$ cat src/rtl/twi_cfg_pkg.sv
// rtl/twi_cfg_pkg.sv - shared types and slot waveform constants for the TWI config sequencer
package twi_cfg_pkg;

    typedef enum logic [3:0] {
        ST_IDLE,
        ST_START,
        ST_ADDR,
        ST_REG,
        ST_DATA,
        ST_ACK,
        ST_STOP,
        ST_GAP,
        ST_END_OK,
        ST_END_ERR
    } twi_state_e;

    typedef enum logic [1:0] {
        BYTE_ADDR,
        BYTE_REG,
        BYTE_DATA
    } byte_sel_e;

    localparam logic [1:0] Q0 = 2'd0;
    localparam logic [1:0] Q1 = 2'd1;
    localparam logic [1:0] Q2 = 2'd2;
    localparam logic [1:0] Q3 = 2'd3;

    // Bit n of each pattern is the line level during quarter n of the slot.
    localparam logic [3:0] START_SDA = 4'b0011;
    localparam logic [3:0] START_SCL = 4'b0111;
    localparam logic [3:0] DATA_SCL  = 4'b0110;
    localparam logic [3:0] ACK_SDA   = 4'b1111;
    localparam logic [3:0] ACK_SCL   = 4'b0110;
    localparam logic [3:0] STOP_SDA  = 4'b1100;
    localparam logic [3:0] STOP_SCL  = 4'b1110;
    localparam logic [3:0] LINE_IDLE = 4'b1111;

    localparam int SLOTS_PER_ENTRY = 30;

endpackage

$ cat src/rtl/twi_quarter_timer.sv
// rtl/twi_quarter_timer.sv - quarter-bit prescaler producing quarter index and slot strobes
module twi_quarter_timer
    import twi_cfg_pkg::*;
#(
    parameter int CLK_DIV = 125
) (
    input  logic       clk,
    input  logic       rst_n,
    input  logic       en,
    input  logic       clr,
    output logic       qtr_stb,
    output logic       slot_start,
    output logic       slot_end,
    output logic [1:0] quarter
);

    localparam int CW = (CLK_DIV > 1) ? $clog2(CLK_DIV) : 1;
    localparam logic [CW-1:0] CNT_LAST = CW'(CLK_DIV - 1);

    logic [CW-1:0] cnt_q, cnt_d;
    logic [1:0]    quarter_q, quarter_d;

    always_comb begin
        qtr_stb    = en && (cnt_q == CNT_LAST);
        slot_end   = qtr_stb && (quarter_q == Q3);
        slot_start = en && (cnt_q == '0) && (quarter_q == Q0);
        cnt_d      = cnt_q;
        quarter_d  = quarter_q;
        if (!en || clr) begin
            cnt_d     = '0;
            quarter_d = Q0;
        end else if (qtr_stb) begin
            cnt_d     = '0;
            quarter_d = quarter_q + 2'd1;
        end else begin
            cnt_d = cnt_q + CW'(1);
        end
    end

    always_ff @(posedge clk or negedge rst_n) begin
        if (!rst_n) begin
            cnt_q     <= '0;
            quarter_q <= Q0;
        end else begin
            cnt_q     <= cnt_d;
            quarter_q <= quarter_d;
        end
    end

    assign quarter = quarter_q;

endmodule

$ cat src/rtl/twi_config_sequencer.sv
// rtl/twi_config_sequencer.sv - autonomous I2C master writing a {reg,value} table to one slave
module twi_config_sequencer
    import twi_cfg_pkg::*;
#(
    parameter int         CLK_DIV  = 125,
    parameter int         NUM_REGS = 16,
    parameter logic [6:0] DEV_ADDR = 7'h76,
    parameter int         IDX_W    = 4
) (
    input  logic             i_system_clk,
    input  logic             i_system_rst,
    input  logic             i_start,
    output logic [IDX_W-1:0] o_cfg_index,
    input  logic [15:0]      i_cfg_data,
    input  logic             i_twi_sda,
    output logic             o_twi_sda,
    output logic             o_twi_scl,
    output logic             o_busy,
    output logic             o_done,
    output logic             o_error,
    output logic [IDX_W-1:0] o_err_index
);

    localparam logic [7:0]       ADDR_BYTE = {DEV_ADDR, 1'b0};
    localparam logic [IDX_W-1:0] LAST_IDX  = IDX_W'(NUM_REGS - 1);

    twi_state_e       state_q, state_d;
    byte_sel_e        sel_q, sel_d;
    logic [IDX_W-1:0] idx_q, idx_d;
    logic [IDX_W-1:0] err_idx_q, err_idx_d;
    logic [2:0]       bit_q, bit_d;
    logic [15:0]      entry_q, entry_d;
    logic             nack_q, nack_d;
    logic             busy_q, busy_d;
    logic             done_q, done_d;
    logic             error_q, error_d;
    logic             sda_q, sda_d;
    logic             scl_q, scl_d;

    logic       qtr_stb, slot_start, slot_end, slot_clr;
    logic [1:0] quarter;
    logic       tx_bit;
    logic [3:0] sda_pat, scl_pat;

    assign slot_clr = (state_q == ST_IDLE) || (state_q == ST_END_OK) || (state_q == ST_END_ERR);

    twi_quarter_timer #(
        .CLK_DIV(CLK_DIV)
    ) u_timer (
        .clk       (i_system_clk),
        .rst_n     (i_system_rst),
        .en        (busy_q),
        .clr       (slot_clr),
        .qtr_stb   (qtr_stb),
        .slot_start(slot_start),
        .slot_end  (slot_end),
        .quarter   (quarter)
    );

    // REG and DATA bytes leave MSB first from the top of the latched entry.
    always_comb begin
        tx_bit = (state_q == ST_ADDR) ? ADDR_BYTE[bit_q] : entry_q[15];
        case (state_q)
            ST_START: begin
                sda_pat = START_SDA;
                scl_pat = START_SCL;
            end
            ST_ADDR, ST_REG, ST_DATA: begin
                sda_pat = {4{tx_bit}};
                scl_pat = DATA_SCL;
            end
            ST_ACK: begin
                sda_pat = ACK_SDA;
                scl_pat = ACK_SCL;
            end
            ST_STOP: begin
                sda_pat = STOP_SDA;
                scl_pat = STOP_SCL;
            end
            default: begin
                sda_pat = LINE_IDLE;
                scl_pat = LINE_IDLE;
            end
        endcase
        sda_d = sda_pat[quarter];
        scl_d = scl_pat[quarter];
    end

    always_comb begin
        state_d   = state_q;
        sel_d     = sel_q;
        idx_d     = idx_q;
        err_idx_d = err_idx_q;
        bit_d     = bit_q;
        entry_d   = entry_q;
        nack_d    = nack_q;
        busy_d    = busy_q;
        done_d    = 1'b0;
        error_d   = error_q;

        case (state_q)
            ST_IDLE: begin
                if (i_start) begin
                    busy_d  = 1'b1;
                    error_d = 1'b0;
                    idx_d   = '0;
                    nack_d  = 1'b0;
                    state_d = ST_START;
                end
            end
            ST_START: begin
                if (slot_start) begin
                    entry_d = i_cfg_data;
                end
                if (slot_end) begin
                    state_d = ST_ADDR;
                    sel_d   = BYTE_ADDR;
                    bit_d   = 3'd7;
                end
            end
            ST_ADDR, ST_REG, ST_DATA: begin
                if (slot_end) begin
                    if (state_q != ST_ADDR) begin
                        entry_d = {entry_q[14:0], 1'b0};
                    end
                    if (bit_q == 3'd0) begin
                        state_d = ST_ACK;
                    end else begin
                        bit_d = bit_q - 3'd1;
                    end
                end
            end
            ST_ACK: begin
                // Sample on the last cycle of q2, while SCL is still high.
                if (qtr_stb && (quarter == Q2)) begin
                    nack_d = i_twi_sda;
                end
                if (slot_end) begin
                    bit_d = 3'd7;
                    if (nack_q) begin
                        state_d = ST_STOP;
                    end else begin
                        case (sel_q)
                            BYTE_ADDR: begin
                                state_d = ST_REG;
                                sel_d   = BYTE_REG;
                            end
                            BYTE_REG: begin
                                state_d = ST_DATA;
                                sel_d   = BYTE_DATA;
                            end
                            default: state_d = ST_STOP;
                        endcase
                    end
                end
            end
            ST_STOP: begin
                if (slot_end) begin
                    state_d = nack_q ? ST_END_ERR : ST_GAP;
                end
            end
            ST_GAP: begin
                if (slot_end) begin
                    if (idx_q == LAST_IDX) begin
                        state_d = ST_END_OK;
                    end else begin
                        idx_d   = idx_q + IDX_W'(1);
                        nack_d  = 1'b0;
                        state_d = ST_START;
                    end
                end
            end
            ST_END_OK: begin
                done_d  = 1'b1;
                busy_d  = 1'b0;
                idx_d   = '0;
                state_d = ST_IDLE;
            end
            ST_END_ERR: begin
                error_d   = 1'b1;
                err_idx_d = idx_q;
                busy_d    = 1'b0;
                idx_d     = '0;
                state_d   = ST_IDLE;
            end
            default: state_d = ST_IDLE;
        endcase
    end

    always_ff @(posedge i_system_clk or negedge i_system_rst) begin
        if (!i_system_rst) begin
            state_q   <= ST_IDLE;
            sel_q     <= BYTE_ADDR;
            idx_q     <= '0;
            err_idx_q <= '0;
            bit_q     <= 3'd7;
            entry_q   <= '0;
            nack_q    <= 1'b0;
            busy_q    <= 1'b0;
            done_q    <= 1'b0;
            error_q   <= 1'b0;
            sda_q     <= 1'b1;
            scl_q     <= 1'b1;
        end else begin
            state_q   <= state_d;
            sel_q     <= sel_d;
            idx_q     <= idx_d;
            err_idx_q <= err_idx_d;
            bit_q     <= bit_d;
            entry_q   <= entry_d;
            nack_q    <= nack_d;
            busy_q    <= busy_d;
            done_q    <= done_d;
            error_q   <= error_d;
            sda_q     <= sda_d;
            scl_q     <= scl_d;
        end
    end

    assign o_cfg_index = idx_q;
    assign o_err_index = err_idx_q;
    assign o_twi_sda   = sda_q;
    assign o_twi_scl   = scl_q;
    assign o_busy      = busy_q;
    assign o_done      = done_q;
    assign o_error     = error_q;

endmodule

$ cat config.mk
export PLATFORM = sky130hd
export DESIGN_NAME = twi_config_sequencer
export DESIGN_NICKNAME = d
export VERILOG_FILES = /design/src/rtl/twi_cfg_pkg.sv /design/src/rtl/twi_quarter_timer.sv /design/src/rtl/twi_config_sequencer.sv
export SDC_FILE = /design/constraint.sdc
export NUM_CORES = 1
export LEC_CHECK = 0
export CORE_MARGIN = 2
export CORE_UTILIZATION = 56
export CTS_CLUSTER_SIZE = 14
export DETAILED_ROUTE_END_ITERATION = 10
export HOLD_SLACK_MARGIN = 0.02
export PLACE_DENSITY = 0.87
export SETUP_SLACK_MARGIN = 0.05
export SLEW_MARGIN = 40
export SYNTH_ARGS = -nofsm -noshare
export SYNTH_HDL_FRONTEND = slang
export SYNTH_SLANG_ARGS = --single-unit
export TNS_END_PERCENT = 100
$ cat constraint.sdc
create_clock -name i_system_clk -period 2.3 [get_ports i_system_clk]
set_clock_uncertainty 0.05 [all_clocks]
set_input_delay 0.69 -clock i_system_clk [delete_from_list [all_inputs] [get_ports i_system_clk]]
set_output_delay 0.69 -clock i_system_clk [all_outputs]
set_load 0.02 [all_outputs]
-- Word level (Yosys, flattened, before mapping)
Memories as Yosys holds them, arrays and structs flattened.
Cells that the tools add are included.
- register bits: 48
- bits in latches: 0
- bits in writable memories: 0
- memory bits (read-only): 8
- input bits: 20
- word-level logic and storage cells: 135
- memories: 1
- add/subtract/negate cells: 4
- $mul: 0
- divide/modulo/power cells: 0
- $lt $le $gt $ge: 2
- eq/ne operators: 30
- shift-type cells: 0
- muxes and demuxes: 50
- bitwise logic cells: 0
- reduce and logical (&&, ||, !) cells: 34
- memory list (name ; words ; bits a word ; read ports ; clocked after memory_dff ; write ports ; RTL line ; source):
    (name not given) ; 8 ; 1 ; 1 ; 0 ; 0 ; twi_config_sequencer.sv:62 ; tx_bit = (state_q == ST_ADDR) ? ADDR_BYTE[bit_q] : entry_q[15];
- operators by type and width (cell ; count):
    $mux W16 ; 3
    $mux W4 ; 12
    $pmux W4 S3 ; 3
    $pmux W16 S2 ; 1
    $ne A2 B2 Y1 const B ; 13
    $pmux W4 S6 ; 1
    $eq A4 B3 Y1 const B ; 4
    $mux W7 ; 2
    $eq A4 B4 Y1 const B ; 3
    $mux W3 ; 4
    $pmux W3 S2 ; 2
    $reduce_and A4 Y1 ; 3
    $reduce_bool A2 Y1 ; 6
    $mux W1 ; 10
    $mux W2 ; 5
    $reduce_and A5 Y1 ; 2
    $eq A4 B2 Y1 const B ; 2
    $pmux W2 S2 ; 2
    $add A7 B1 Y7 const B ; 1
    $eq A7 B7 Y1 const B ; 1
    $logic_not A7 Y1 ; 1
    $reduce_and A7 Y1 ; 1
    $reduce_bool A3 Y1 ; 2
    $logic_and A1 B1 Y1 ; 5
    23 further kinds ; 31

-- Longest topological paths before layout
- depth in word-level cells: 6
- mapped depth: 7

-- Hierarchy
From an unflattened synthesis, not the netlist that was laid out.
- cell total of the unflattened synthesis: 255
- area total of the unflattened synthesis: 2693.8 µm²
- modules (own cells, without submodules) (module ; times used ; cells an instance ; area an instance (µm²)):
    twi_config_sequencer ; 1 ; 202 ; 2184.6
    twi_quarter_timer ; 1 ; 53 ; 509.2

-- Worst setup path after synthesis
Ideal clock, no wire load.
- path kind: reg-to-reg
- start point: register state_q[0]
- end point: register entry_q[1]
- arrival: 1859 ps
- required time: 2125 ps
- setup slack: 266 ps
- cell stages (with the launch flop): 6
- buffers on the path: 1
- period minus slack after synthesis: 2034 ps
- cell sequence: dfrtp_1 > or3b_4 > a21oi_4 > buf_6 > mux2_2 > mux2_4
- cells in the longest elaborated chain, start to end: 4
- ends and longest elaborated chain (element ; RTL line ; source):
    start: declaration ; twi_config_sequencer.sv:27 ; twi_state_e state_q, state_d;
    start signal: assignment ; twi_config_sequencer.sv:205 ; state_q <= state_d;
    $eq A4 B2 Y1 or $eq A4 B3 Y1 (tied branches) ; twi_config_sequencer.sv:101 ; case (state_q)
    $reduce_or A3 Y1 ; twi_config_sequencer.sv:101 ;
    $ne A2 B2 Y1 (no line) or $reduce_bool A2 Y1 (tied branches) ; - ;
    $reduce_and A4 Y1 (no line) ; - ;
    end signal: assignment ; twi_config_sequencer.sv:210 ; entry_q <= entry_d;
    end: declaration ; twi_config_sequencer.sv:32 ; logic [15:0] entry_q, entry_d;
Several ways; a longest one is shown, not always the timed one.
A chain may end at the register's enable or synchronous reset.

-- Worst setup path after layout
- start point: register busy_q, in the netlist o_busy
- end point: output port o_busy
- RTL lines (element ; RTL line ; source):
    start: declaration ; twi_config_sequencer.sv:34 ; logic busy_q, busy_d;
    start signal: assignment ; twi_config_sequencer.sv:212 ; busy_q <= busy_d;
    end: declaration ; twi_config_sequencer.sv:18 ; output logic o_busy,
No word-level cell between the ends.

==> results.md <==
* Bufs and invs on worst path at 1
* Syn Inst Count at 259
* Sw frac at 20.3%
* Area leader, netlist: dfrtp_1
* Top Family by Delay on Critical Path: buffers and inverters
* WL/cell at 15.6 µm
* Detail Placement HPWL at 4100 µm
* Slew @ Worst Pin at 0.540 ns
* Pint at 1.23 mW
* Iter 0 DRT Violations at 289
* Arrival time worst endpoint at 1.46 ns
* 1st-pass router iterations at 4
* Max Slew Vio Count at 0
* CTS tree: yes
* Clock slew seen by the registers of the worst setup and hold paths at 0.09 ns
* GPL Wtd Cong at 0.914
* Most common cell after layout, fill and taps aside: dfrtp_1
* Async S/R FF share, synth at 100%
* Worst-path cell chain: clkdlybuf4s50_1
* Endpoints failing hold at 0
* Crit Path Class: reg2out
* # DRC at 0
* Vias in the first global route at 2,065
* Chip Height at 74.4 µm
* Final setup fails at 0
* Root Driver: clkbuf_8
* Syn Area/Cell at 10.7 µm²
* Antenna Violating Nets Remaining at 0
* Share of cells above drive strength 1 at 21.7%
* #FFs+latches synth at 48
* Synth Cell Area at 2780 µm²
* Post-CTS setup buffers at 0
* Worst-case clock buffer depth at 2
* # fillers at 349
* Area of the multi-input gates at 1440 µm²
* Clk_lat worst skew at 0.30 ns
* Port Buffer Count at 32
* Antenna violations before repair at 0
* Syn Nets at 287
* Reg power frac at 54.7%
* Cts bufs inserted at 5
* Sequential cell area fraction in the yosys report at 43.5%
* Cell variety after synth at 54
* Nets@finish at 326
* Rows at 25
* Sw power at 314 µW
* Most frequent cells in the layout: dfrtp_1, clkdlybuf4s50_1, mux2_2
* Hold Slack at 0.310 ns
* Starting density of the core at 58.4%
* Synth warnings at 0
* Die area at 5540 µm²
* Final Cycle Share at 95.7%
* Crit-path max cell delay at 0.66 ns
* Sum Neg Setup Slack at 0 ns
* Clk pwr share at 41.6%
* Pin count of the biggest net entering global routing at 27
* Worst Path Max Fanout at 9
* Top cells by area, synth: dfrtp_1, mux2_2, dfstp_2
* Pleak at 1.51 nW
* Crit end category: output pin
* IR drop worst, VDD at 0.000263 V
* P&R area growth vs syn at 20.3%
* Fin area at 3340 µm²
* Total number of vias at 2,110
* Slowest-stage cell, CP: clkdlybuf4s50_1
* Power Density at 463 nW/µm²
* I/O pin count at 33
* Critical Path RT at 1.56 ns
* WL final at 5710 µm
* Total track usage at 23.0%
* EDFF count, synth at 0
* Max cap viols at 0
* Run status: complete, no violations
* Storage cell area at 1210 µm²
* Post-layout min period at 2.20 ns
* Antenna diodes at 0
* Synth top area share at 38.8%
* First-pass GRT wire length at 9740 µm
* Worst hold path type: in2async
* Worst slew margin relative to its limit at 64.0%
* Comb power frac at 3.7%
* Clk sink count at 48
* Vias per inst at 5.77
* Placed inst area at 3210 µm²
* Maximum clock rate at 454 MHz
* Die W at 74.4 µm
* Crit path launch type: flip-flop
* RSZ-0062 raised after global routing: no
* Top FF cell, synth: dfrtp_1
* Grt ovf at 0
* Core area at 4750 µm²
* H-tree Lvls at 2
logic make-up (layout without fill, tap and decap cells):
family / count (synthesis) / after routing / share of synthesized area [%]
muxes: 39 / 39 / 16.6
xor gates and xnor gates: 7 / 7 / 2.21
buffers and inverters: 28 / 68 / 4.78
and+or+nand+nor: 78 / 78 / 15.2
adders and majority gates: 8 / 8 / 3.61
AOI/OAI and AO/OA: 51 / 51 / 14.1
DFF: 48 / 48 / 43.5
final timing paths:
| check | slack [ns] | to | cells past startpoint | from |
|---|---|---|---|---|
| min | 0.31 | u_timer.cnt_q[2]$_DFF_PN0_ | 1 | i_system_rst |
| min in group i_system_clk | 0.46 | u_timer.cnt_q[0]$_DFF_PN0_ | 1 | u_timer.cnt_q[0]$_DFF_PN0_ |
| max reg2reg | 0.22 | entry_q[7]$_DFFE_PN0P_ | 7 | u_timer.quarter[1]$_DFFE_PN0P_ |
| max in group asynchronous | 1.30 | bit_q[2]$_DFFE_PN1P_ | 2 | i_system_rst |
| max | 0.1 | o_busy | 1 | o_busy$_DFFE_PN0P_ |
| min reg2reg | 0.46 | u_timer.cnt_q[0]$_DFF_PN0_ | 1 | u_timer.cnt_q[0]$_DFF_PN0_ |
metal layers:
layer	GRT usage, %	wire, µm	share of wire [%]
met1	34.1	2640	46
met2	34.0	2700	47
met3	4.61	292	5.1
met4	7.34	72	1.3
met5	0	0	0
power groups by stage:
| stage | Sequential [mW] | Clock, mW | Combinational (mW) |
|---|---|---|---|
| after floorplan | 0.864 | 0 | 0.00176 |
| after global placement | 0.863 | 0 | 0.0577 |
| after detailed placement | 0.863 | 0 | 0.0590 |
| after CTS | 0.846 | 0.657 | 0.0589 |
| after global routing | 0.847 | 0.695 | 0.0630 |
| final | 0.846 | 0.644 | 0.0570 |
cell type report:
class,count,area share (%)
Clock buffer,6,2.47
Clock inverter,2,1.16
Inverter,18,2.02
Multi-Input combinational cell,183,43.2
Sequential cell,48,36.2
Tap cell,67,2.51
Timing Repair Buffer,42,12.4
state kept, by name, summed over array words and instances (netlist names):
signal and count:
o_done 1, o_error 1, o_err_index 4, bit_q 3, state_q 4, nack_q 1, o_busy 1, o_cfg_index 4
sel_q 2, u_timer.cnt_q 7, u_timer.quarter 2, o_twi_sda 1, entry_q 16, o_twi_scl 1
synth_stat cells, types with 2 or more instances:
cell type / instances
dfrtp_1: 43
mux2_2: 24
inv_1: 18
nor2_1: 18
nand2_1: 13
nand3_1: 11
o21ai_0: 11
ha_1: 8
mux2_4: 8
a21oi_1: 7
and3_1: 6
mux2i_1: 6
nand4_1: 6
clkbuf_1: 5
dfstp_2: 5
and4_1: 4
o21a_1: 4
xor2_1: 4
a2111oi_0: 3
a211oi_1: 3
a31oi_1: 3
buf_2: 3
nor3_1: 3
o22ai_1: 3
or3_1: 3
xnor2_1: 3
a21oi_4: 2
and2_1: 2
nand2b_1: 2
nand4b_1: 2
o2111ai_1: 2
o32ai_1: 2
stage by stage:
stage	setup slack (ns)	total power, mW	util [%]	instances
global placement	0.278	0.920	67.5	358
CTS	0.0858	1.56	70.1	366
finish	0.0978	1.55	70.2	366
global route	0.0704	1.60	70.2	366
floorplan	0.266	0.865	-	259
detailed placement	0.164	0.922	67.5	358
repair_timing:
action,in CTS,in global routing
resized for setup,0,2
endpoints found under the setup margin,0,15
hold buffers,0,0
Power figures use the tool's default switching activity.
